[src/rtl/hyperbus_pkg.sv]
// hyperbus_pkg: shared state encoding, command-address field positions and constants
package hyperbus_pkg;
  typedef enum logic [2:0] {IDLE, CA, LAT, WDATA, RDATA, RECOVER} state_t;
  localparam int CA_RW = 47;
  localparam int CA_AS = 46;
  localparam int CA_BT = 45;
  localparam int CA_ROW_HI = 44;
  localparam int CA_ROW_LO = 16;
  localparam int CA_COL_HI = 2;
  localparam int CA_COL_LO = 0;
  localparam int ROW_W = CA_ROW_HI - CA_ROW_LO + 1;
  localparam logic [15:0] RD_TIMEOUT_DATA = 16'hFFFF;
endpackage

[src/rtl/hyperbus_ca_encode.sv]
// hyperbus_ca_encode: word address + direction -> 48-bit HyperBus command-address
module hyperbus_ca_encode
  import hyperbus_pkg::*;
#(
  parameter int AW = 32
) (
  input  logic [AW-1:1] wadr,
  input  logic          rd,
  output logic [47:0]   ca
);
  always_comb begin
    ca = '0;
    ca[CA_RW] = rd;
    ca[CA_AS] = 1'b0;
    ca[CA_BT] = 1'b1;
    ca[CA_ROW_HI:CA_ROW_LO] = ROW_W'(wadr[AW-1:4]);
    ca[CA_COL_HI:CA_COL_LO] = wadr[3:1];
  end
endmodule

[src/rtl/hyperbus_ctrl.sv]
// hyperbus_ctrl: hbus single-word responder that sequences one HyperBus transaction per request
module hyperbus_ctrl
  import hyperbus_pkg::*;
#(
  parameter int HBUS_ADDR_WIDTH = 32,
  parameter int HBUS_DATA_WIDTH = 16,
  parameter int LATENCY = 6,
  parameter bit FIXED_LATENCY = 1'b0,
  parameter int CS_HIGH_CYC = 2,
  parameter int RD_TIMEOUT = 64
) (
  input  logic                       hbus_clk,
  input  logic                       hbus_rst,
  input  logic [HBUS_ADDR_WIDTH-1:0] hbus_adr_i,
  input  logic [HBUS_DATA_WIDTH-1:0] hbus_dat_i,
  input  logic [1:0]                 hbus_mask_i,
  input  logic                       hbus_rrq,
  input  logic                       hbus_wrq,
  output logic                       hbus_ready,
  output logic                       hbus_valid,
  output logic [HBUS_DATA_WIDTH-1:0] hbus_dat_o,
  output logic                       phy_cs_n,
  output logic                       phy_ck_en,
  output logic [15:0]                phy_dq_o,
  output logic                       phy_dq_oe,
  output logic [1:0]                 phy_rwds_o,
  output logic                       phy_rwds_oe,
  input  logic [1:0]                 phy_rwds_i,
  input  logic [15:0]                phy_dq_i,
  input  logic                       phy_rx_valid,
  output logic                       timeout_o
);
  localparam logic [15:0] CA_LAST = 16'd2;
  localparam logic [15:0] LAT1 = 16'(LATENCY - 1);
  localparam logic [15:0] LAT2 = 16'(2 * LATENCY - 1);
  localparam logic [15:0] RD_LAST = 16'(RD_TIMEOUT - 1);
  localparam logic [15:0] REC_W = 16'(CS_HIGH_CYC - 1);
  localparam logic [15:0] REC_R = 16'(CS_HIGH_CYC);
  state_t state, state_d;
  logic [15:0] cnt, cnt_d;
  logic [HBUS_ADDR_WIDTH-1:1] adr_q, adr_n;
  logic [HBUS_DATA_WIDTH-1:0] dat_q, dat_o_d;
  logic [1:0] mask_q, rwds_o_d;
  logic rd_q, rd_n, lat2, take;
  logic [47:0] ca;
  logic [15:0] ca_word, dq_o_d;
  logic cs_n_d, dq_oe_d, rwds_oe_d, valid_d, timeout_d;
  logic unused_adr0;
  assign unused_adr0 = hbus_adr_i[0];
  hyperbus_ca_encode #(.AW(HBUS_ADDR_WIDTH)) u_ca (
    .wadr (adr_n),
    .rd   (rd_n),
    .ca   (ca)
  );
  always_ff @(posedge hbus_clk) begin
    if (hbus_rst) begin
      state <= RECOVER;
      cnt <= REC_R;
      adr_q <= '0;
      dat_q <= '0;
      mask_q <= '0;
      rd_q <= 1'b0;
      lat2 <= 1'b0;
      phy_cs_n <= 1'b1;
      phy_ck_en <= 1'b0;
      phy_dq_oe <= 1'b0;
      phy_rwds_oe <= 1'b0;
      phy_dq_o <= '0;
      phy_rwds_o <= '0;
      hbus_ready <= 1'b0;
      hbus_valid <= 1'b0;
      hbus_dat_o <= '0;
      timeout_o <= 1'b0;
    end else begin
      state <= state_d;
      cnt <= cnt_d;
      adr_q <= adr_n;
      rd_q <= rd_n;
      if (take) begin
        dat_q <= hbus_dat_i;
        mask_q <= hbus_mask_i;
      end
      if (state == CA && cnt == 16'd1) lat2 <= (|phy_rwds_i) | FIXED_LATENCY;
      phy_cs_n <= cs_n_d;
      phy_ck_en <= ~cs_n_d;
      phy_dq_oe <= dq_oe_d;
      phy_rwds_oe <= rwds_oe_d;
      phy_dq_o <= dq_o_d;
      phy_rwds_o <= rwds_o_d;
      hbus_ready <= state_d == IDLE;
      hbus_valid <= valid_d;
      hbus_dat_o <= dat_o_d;
      timeout_o <= timeout_d;
    end
  end
  // reads keep one extra recovery clock that carries the hbus_valid strobe
  always_comb begin
    state_d = state;
    cnt_d = cnt + 16'd1;
    take = 1'b0;
    case (state)
      IDLE: begin
        take = hbus_wrq | hbus_rrq;
        cnt_d = '0;
        state_d = take ? CA : IDLE;
      end
      CA: if (cnt == CA_LAST) begin
        state_d = LAT;
        cnt_d = '0;
      end
      LAT: if (cnt == (lat2 ? LAT2 : LAT1)) begin
        state_d = rd_q ? RDATA : WDATA;
        cnt_d = '0;
      end
      WDATA: begin
        state_d = RECOVER;
        cnt_d = REC_W;
      end
      RDATA: if (phy_rx_valid || cnt == RD_LAST) begin
        state_d = RECOVER;
        cnt_d = REC_R;
      end
      RECOVER: begin
        cnt_d = cnt - 16'd1;
        state_d = cnt == '0 ? IDLE : RECOVER;
      end
      default: state_d = RECOVER;
    endcase
    adr_n = take ? hbus_adr_i[HBUS_ADDR_WIDTH-1:1] : adr_q;
    rd_n = take ? (hbus_rrq & ~hbus_wrq) : rd_q;
  end
  always_comb begin
    ca_word = cnt_d == 16'd0 ? ca[47:32] : cnt_d == 16'd1 ? ca[31:16] : ca[15:0];
    cs_n_d = state_d == IDLE || state_d == RECOVER;
    dq_oe_d = state_d == CA || state_d == WDATA;
    rwds_oe_d = state_d == WDATA;
    dq_o_d = state_d == CA ? ca_word : state_d == WDATA ? dat_q : 16'h0;
    rwds_o_d = state_d == WDATA ? mask_q : 2'b00;
    valid_d = state == RDATA && state_d == RECOVER;
    dat_o_d = valid_d ? (phy_rx_valid ? phy_dq_i : RD_TIMEOUT_DATA) : hbus_dat_o;
    timeout_d = timeout_o | (valid_d & ~phy_rx_valid);
  end
endmodule

[config.mk]
export PLATFORM = sky130hd
export DESIGN_NAME = hyperbus_ctrl
export DESIGN_NICKNAME = d
export VERILOG_FILES = /design/src/rtl/hyperbus_pkg.sv /design/src/rtl/hyperbus_ca_encode.sv /design/src/rtl/hyperbus_ctrl.sv
export SDC_FILE = /design/constraint.sdc
export NUM_CORES = 1
export LEC_CHECK = 0
export ABC_AREA = 1
export CAP_MARGIN = 20
export CORE_ASPECT_RATIO = 1.25
export CORE_MARGIN = 8
export CORE_UTILIZATION = 55
export DETAILED_ROUTE_END_ITERATION = 7
export PLACE_DENSITY = 0.84
export SLEW_MARGIN = 20
export SYNTH_ARGS = -nofsm -noshare
export SYNTH_HDL_FRONTEND = slang
export SYNTH_SLANG_ARGS = --single-unit
[constraint.sdc]
create_clock -name hbus_clk -period 4.45 [get_ports hbus_clk]
set_input_delay 0.89 -clock hbus_clk [delete_from_list [all_inputs] [get_ports hbus_clk]]
set_output_delay 0.89 -clock hbus_clk [all_outputs]
set_load 0.01 [all_outputs]
==> impl_metrics.ini, run 1 <==
[status]
outcome = finished, final reports clean

[worst_setup_path]
cp-start-kind = primary input
crit_start = phy_rx_valid
crit_top_cell = nand2_1
cp_num_buf_inv = 3
crit_end = phy_dq_o[1]
r2r_end = phy_dq_o[1]
critPathKind = primary input to flip-flop
crit_chain = clkdlybuf4s50_1 -> clkinv_1 -> nand2_2 -> inv_2 -> nand3_1 -> nand4_1 -> nor2_1 -> nand2_1 -> nor2_8 -> nand2_1 -> nand2_1 -> nand3_1 -> nand2_1 -> nand2_1
critical_path_depth = 14
max_stage_delay_ns = 0.46
cp_data_arrival_time_ns = 3.52
r2r_cells = 14
cp_top_family = simple AND/OR/NAND/NOR gates
timing.reg2reg.setup_slack_ns = 1.28
critical_path.max_fanout = 19
cp-end-kind = flip-flop
r2r_start = cnt[0]
crit_required_ns = 4.70
cp_slowest_cell = clkdlybuf4s50_1

[timing]
setup_viol = 0
worstMarginPinSlew_ns = 1.01
period_minus_slack_ns = 3.28
slew_headroom = 0.326
fmax_mhz = 305
finClkSkew_ns = 0.00895
drv_slew = 0
finalCritPeriodShare = 0.736
final_hold_viol_count = 0
rsz0062_at_grt = false
fin_tns_setup_ns = 0

[job]
cap_viol_max_count = 0

[synthesis]
netlist_instances = 786
synth_nets = 863
netlist_top_cells_area = dfxtp_1 (40%), nand2_1 (14%), nand3_1 (7.2%)
syn_area_mm2 = 0.00552
syn_avg_cell_area_um2 = 7.03
ys_seq_elements = 111
ys_types = 36
synth_top_area_frac = 0.402
yosys.area.top_type = dfxtp_1
yosysSeqAreaShare = 0.402
yosysWarnings = 0

[clock_network]
cts_buffer_depth = 2
clkLatencyLatePin_ns = 0.35
cts_resized = 0
cts_hold_buf = 0
cts_buffers = 9
tritoncts = done
cts_sinks = 111
root_buffer = clkbuf_16
post_cts.repair.setup_buffers = 0
clk_pin_slew_worst_paths_ns = 0.08
htreeDepth = 3

[placement]
placed_area_mm2 = 0.00670
portBuffers = 112
detailed_place_hpwl_mm = 11.7
gp_congestion = 0.969

[drt]
route.met3.wl_mm = 1.21
vias = 5624
post_drt_wl_per_cell_um = 15.8
wirelength_mm = 16.0
wl_met2_mm = 8.29
drt-vias-per-instance = 5.53
drt_iter0_markers = 461
ant_nets = 0
wl_met1_mm = 6.07
drc = 0
dr.pass1.iters = 5
routed.top_layer = met4

[layout]
antenna_cells = 0
nets = 960
fin_area_mm2 = 0.00701
syn2layout_area_growth_pct = 26.9
drive_above_1_share = 0.0766

[floorplan]
die_x_um = 106
start_util = 0.555
ios = 114
coreArea_mm2 = 0.00995
rows = 41
die_h_um = 128
dieArea_mm2 = 0.0135

[pwr]
ir_worst_vdd_v = 0.000333
power.density_mw_per_mm2 = 583
power.leakage_uw = 0.00322

[global_routing]
grt_overflow_total = 0
grt_max_degree = 60
antenna_found_initial = 0
grt_pass1_vias = 5563
grt_pass1_wl_mm = 26.2
track_usage = 0.235

[hold_path]
min_from = dat_q[0]
hp-class = flip-flop to flip-flop
## cell usage after synthesis
cell type / count
nand2_1: 207
dfxtp_1: 111
nor2_1: 93
nand3_1: 80
inv_1: 65
o21ai_0: 38
a21oi_1: 29
nand4_1: 27
mux2i_1: 24
clkbuf_1: 19
nand3b_1: 12
nand2_2: 10
or2_2: 7
buf_2: 6
nor2_2: 6
o21ai_2: 6
o21ai_1: 5
ha_1: 4
nor2_4: 4
buf_1: 3
buf_4: 3
clkinv_1: 3
nand2_4: 3
nor3_1: 3
xor2_1: 3
buf_6: 2
inv_2: 2
nand4_2: 2
nor2_8: 2
a211oi_1: 1
a22o_1: 1
a31oi_1: 1
a41oi_1: 1
nor3_4: 1
o211ai_1: 1
o21a_1: 1
## sequential cells by signal (all words and copies together), names as in the netlist
name,count
adr_q,31
cnt,16
dat_q,16
hbus_dat_o,16
hbus_ready,1
hbus_valid,1
lat2,1
mask_q,2
phy_ck_en,1
phy_cs_n,1
phy_dq_o,16
phy_dq_oe,1
phy_rwds_o,2
phy_rwds_oe,1
rd_q,1
state,3
timeout_o,1
## per-stage QoR
stage	utilization	total power, uW	setup WS [ns]	hold WS, ns	std cells
6_report	0.704	4090	1.17	0.450	1017
3_3_place_gp	0.673	3180	0.950	0.423	1001
5_1_grt	0.704	4370	1.03	0.469	1017
3_5_place_dp	0.673	3240	0.905	0.441	1001
4_1_cts	0.704	4060	1.26	0.448	1017
2_1_floorplan	-	2760	1.83	0.416	786
## cell families after synthesis
family	after synthesis	share of synthesized area
AND/OR/NAND/NOR	457	0.381
flip-flops	111	0.402
buffers and inverters	103	0.0761
AO/OA/AOI/OAI	84	0.0831
multiplexers	24	0.0435
adder cells (fa/ha/maj)	4	0.00906
XOR/XNOR	3	0.00476
## worst min-delay path by stage
stage               cells after the start  slack, ns            end
floorplan                               2       0.42  phy_rwds_o[0]
global placement                        2       0.42  phy_rwds_o[0]
detailed placement                      2       0.44    phy_dq_o[0]
CTS                                     2       0.45    phy_dq_o[0]
global route                            2       0.47  phy_rwds_o[0]
finish                                  2       0.45    phy_dq_o[0]
## cells in the final DEF, fill, tap and decap left out, drive strengths merged, types with 3 or more instances in the layout
cell type,n
xor2,3
nand2,220
clkinv,6
ha,4
nor2,105
nand4,29
or2,7
a21oi,29
inv,71
nand3,80
clkdlybuf4s50,111
nand3b,12
o21ai,49
buf,8
clkbuf,9
mux2i,24
nor3,4
dfxtp,111
## cell type report
| class | instances | area [um2] |
|---|---|---|
| Multi-Input combinational cell | 572 | 2890 |
| Fill cell | 832 | 2940 |
| Clock inverter | 7 | 83.8 |
| Clock buffer | 9 | 225 |
| Sequential cell | 111 | 2220 |
| Tap cell | 129 | 161 |
| Inverter | 70 | 263 |
| Timing Repair Buffer | 119 | 1170 |
## where the power goes
part	total (uW)	switching [uW]	internal [uW]
registers	1240	132	1110
clock network	819	414	405
logic	2030	1370	655
total	4090	1920	2170
## per-layer routing
metal	vias up	track usage
met3	41	0.0528
li1	2746	-
met2	244	0.423
met4	0	0.0988
met5	-	0
met1	2593	0.261
## worst reg2reg max path: cells and delay by family, from the launching register on
family	cells	cell delay, ns
compound gates	1	0.20
fa+ha+maj	1	0.33
buf+inv	1	0.32
flops	1	0.48
simple gates	11	1.75
Power figures use the tool's default switching activity.
==> run 2, diff against run 1 <==
--- a/config.mk
+++ b/config.mk
@@ -9,9 +9,9 @@
 export CAP_MARGIN = 20
 export CORE_ASPECT_RATIO = 1.25
 export CORE_MARGIN = 8
-export CORE_UTILIZATION = 55
+export CORE_UTILIZATION = 52
 export DETAILED_ROUTE_END_ITERATION = 7
-export PLACE_DENSITY = 0.84
+export PLACE_DENSITY = 0.8
 export SLEW_MARGIN = 20
 export SYNTH_ARGS = -nofsm -noshare
 export SYNTH_HDL_FRONTEND = slang
==> constraint.sdc (replaced) <==
create_clock -name hbus_clk -period 3.2 [get_ports hbus_clk]
set_input_delay 0.64 -clock hbus_clk [delete_from_list [all_inputs] [get_ports hbus_clk]]
set_output_delay 0.64 -clock hbus_clk [all_outputs]
set_load 0.01 [all_outputs]
==> run 2 against run 1 <==
  * Clock skew barely moved
  * Hold slack improved by 0.0024 ns
  * First-iteration DRC count fell by 24%
  * Wire length fell by 0.82%
  * Power rose by 41%
  * Final cell count rose by 1.1%
  * Setup slack got worse by 0.82 ns
  * Combinational power rose by 44%
  * Non-clock buffer count rose by 9
  * Via count fell by 0.68%
  * Utilization fell by 2.9 points
  * Largest cell class unchanged
  * Highest routed layer unchanged
==> impl_metrics.ini, run 2 (synthesis results as in run 1) <==
[status]
outcome = finished, final reports clean

[clock_network]
htreeDepth = 3
root_buffer = clkbuf_16
cts_sinks = 111
cts_buffers = 9
cts_resized = 0
cts_hold_buf = 0
tritoncts = done
cts_buffer_depth = 2
post_cts.repair.setup_buffers = 0
clk_pin_slew_worst_paths_ns = 0.07
clkLatencyLatePin_ns = 0.35

[global_routing]
grt_pass1_wl_mm = 25.6
grt_max_degree = 40
grt_overflow_total = 0
antenna_found_initial = 0
grt_pass1_vias = 5495
track_usage = 0.223

[layout]
drive_above_1_share = 0.0837
fin_area_mm2 = 0.00707
syn2layout_area_growth_pct = 27.9
regMostFlops = adr_q
layout_commonest_cell = nand2_1
antenna_cells = 0
nets = 969
final_cell_mix = nand2_1 (207), dfxtp_1 (111), clkdlybuf4s50_1 (111)
largest_register_ffs = 31

[timing]
finClkSkew_ns = 0.00917
setup_viol = 0
finalCritPeriodShare = 0.890
hold_slack_ns = 0.452
final_hold_viol_count = 0
worstMarginPinSlew_ns = 0.532
drv_slew = 0
fmax_mhz = 351
rsz0062_at_grt = false
slew_headroom = 0.645
fin_tns_setup_ns = 0
period_minus_slack_ns = 2.85

[drt]
dr.pass1.iters = 6
drt_iter0_markers = 349
ant_nets = 0
drt-vias-per-instance = 5.43
drc = 0
vias = 5586
wirelength_mm = 15.9
post_drt_wl_per_cell_um = 15.5

[floorplan]
start_util = 0.528
ios = 114
rows = 42
dieArea_mm2 = 0.0142
coreArea_mm2 = 0.0105
die_x_um = 108
die_h_um = 131

[worst_setup_path]
crit_chain = clkinv_1 -> ha_1 -> nand2_1 -> nor2_1 -> nand2_1 -> nand2_1 -> nand3_1 -> nand4_1 -> nor2_1 -> nand2_1 -> nor2_8 -> buf_4 -> nand3_1 -> nand2_1 -> inv_1 -> nand2_1 -> nand2_1
cp_num_buf_inv = 3
r2r_cells = 17
crit_top_cell = nand2_1
critical_path_depth = 17
cp-start-kind = flip-flop
crit_required_ns = 3.45
cp_slowest_cell = dfxtp_1
critPathKind = flip-flop to flip-flop
cp-end-kind = flip-flop
cp_top_family = simple AND/OR/NAND/NOR gates
max_stage_delay_ns = 0.44
cp_data_arrival_time_ns = 3.10
critical_path.max_fanout = 9

[hold_path]
min_delay_path_depth = 2
hp-class = flip-flop to flip-flop

[placement]
gp_congestion = 0.928
detailed_place_hpwl_mm = 11.8
placed_area_mm2 = 0.00677
portBuffers = 112

[pwr]
power.leakage_uw = 0.00325
ir_worst_vdd_v = 0.000412
power.total_uw = 5780
power.density_mw_per_mm2 = 817

[job]
cap_viol_max_count = 0
## run 2: cell count changes in the layout (fill, tap and decap cells not counted), sizes merged
| cell | previous run | this run |
|---|---|---|
| clkinvlp | 0 | 2 |
| clkinv | 6 | 3 |
| inv | 71 | 69 |
| clkbuf | 9 | 10 |
| buf | 8 | 17 |
| bufinv | 0 | 1 |
## run 2: cell type report
cell class | instances | area (um2)
clock buffer | 10 | 229
clock inverter | 5 | 65.1
fill | 925 | 3390
inverter | 70 | 263
multi-input combinational | 572 | 2890
sequential | 111 | 2220
tap | 132 | 165
timing repair buffer | 128 | 1240
## run 2: worst paths after layout
check,startpoint,end,slack (ns)
worst min-delay path,dat_q[9],phy_dq_o[9],0.45
worst min register to register,dat_q[9],phy_dq_o[9],0.45
worst max register to register,cnt[0],phy_dq_o[0],0.35
worst max-delay path,cnt[0],phy_dq_o[0],0.35
## run 2: power by group
part	total [uW]	switching, uW	internal (uW)
Combinational	2930	1910	1020
Clock	1130	513	612
Sequential	1720	179	1540
Total	5780	2600	3180
## run 2: stage by stage
step	util	cells	setup slack [ns]
after floorplan	-	786	0.829
after global placement	0.648	1013	0.407
after detailed placement	0.648	1013	0.352
after CTS	0.676	1028	0.389
after global routing	0.676	1028	0.0926
final	0.676	1028	0.352
## run 2: worst reg2reg max path, delay by kind of cell, from the launching register on
family        cells  cell delay, ns
fa+ha+maj         1            0.34
buf+inv           3            0.51
flops             1            0.44
simple gates     13            1.46
## run 2: per-layer routing
layer	global-route usage	vias to the layer above	part of all wire
li1	-	2751	-
met1	0.235	2549	0.38
met2	0.393	241	0.52
met3	0.0479	45	0.070
met4	0.125	0	0.037
met5	0	-	0
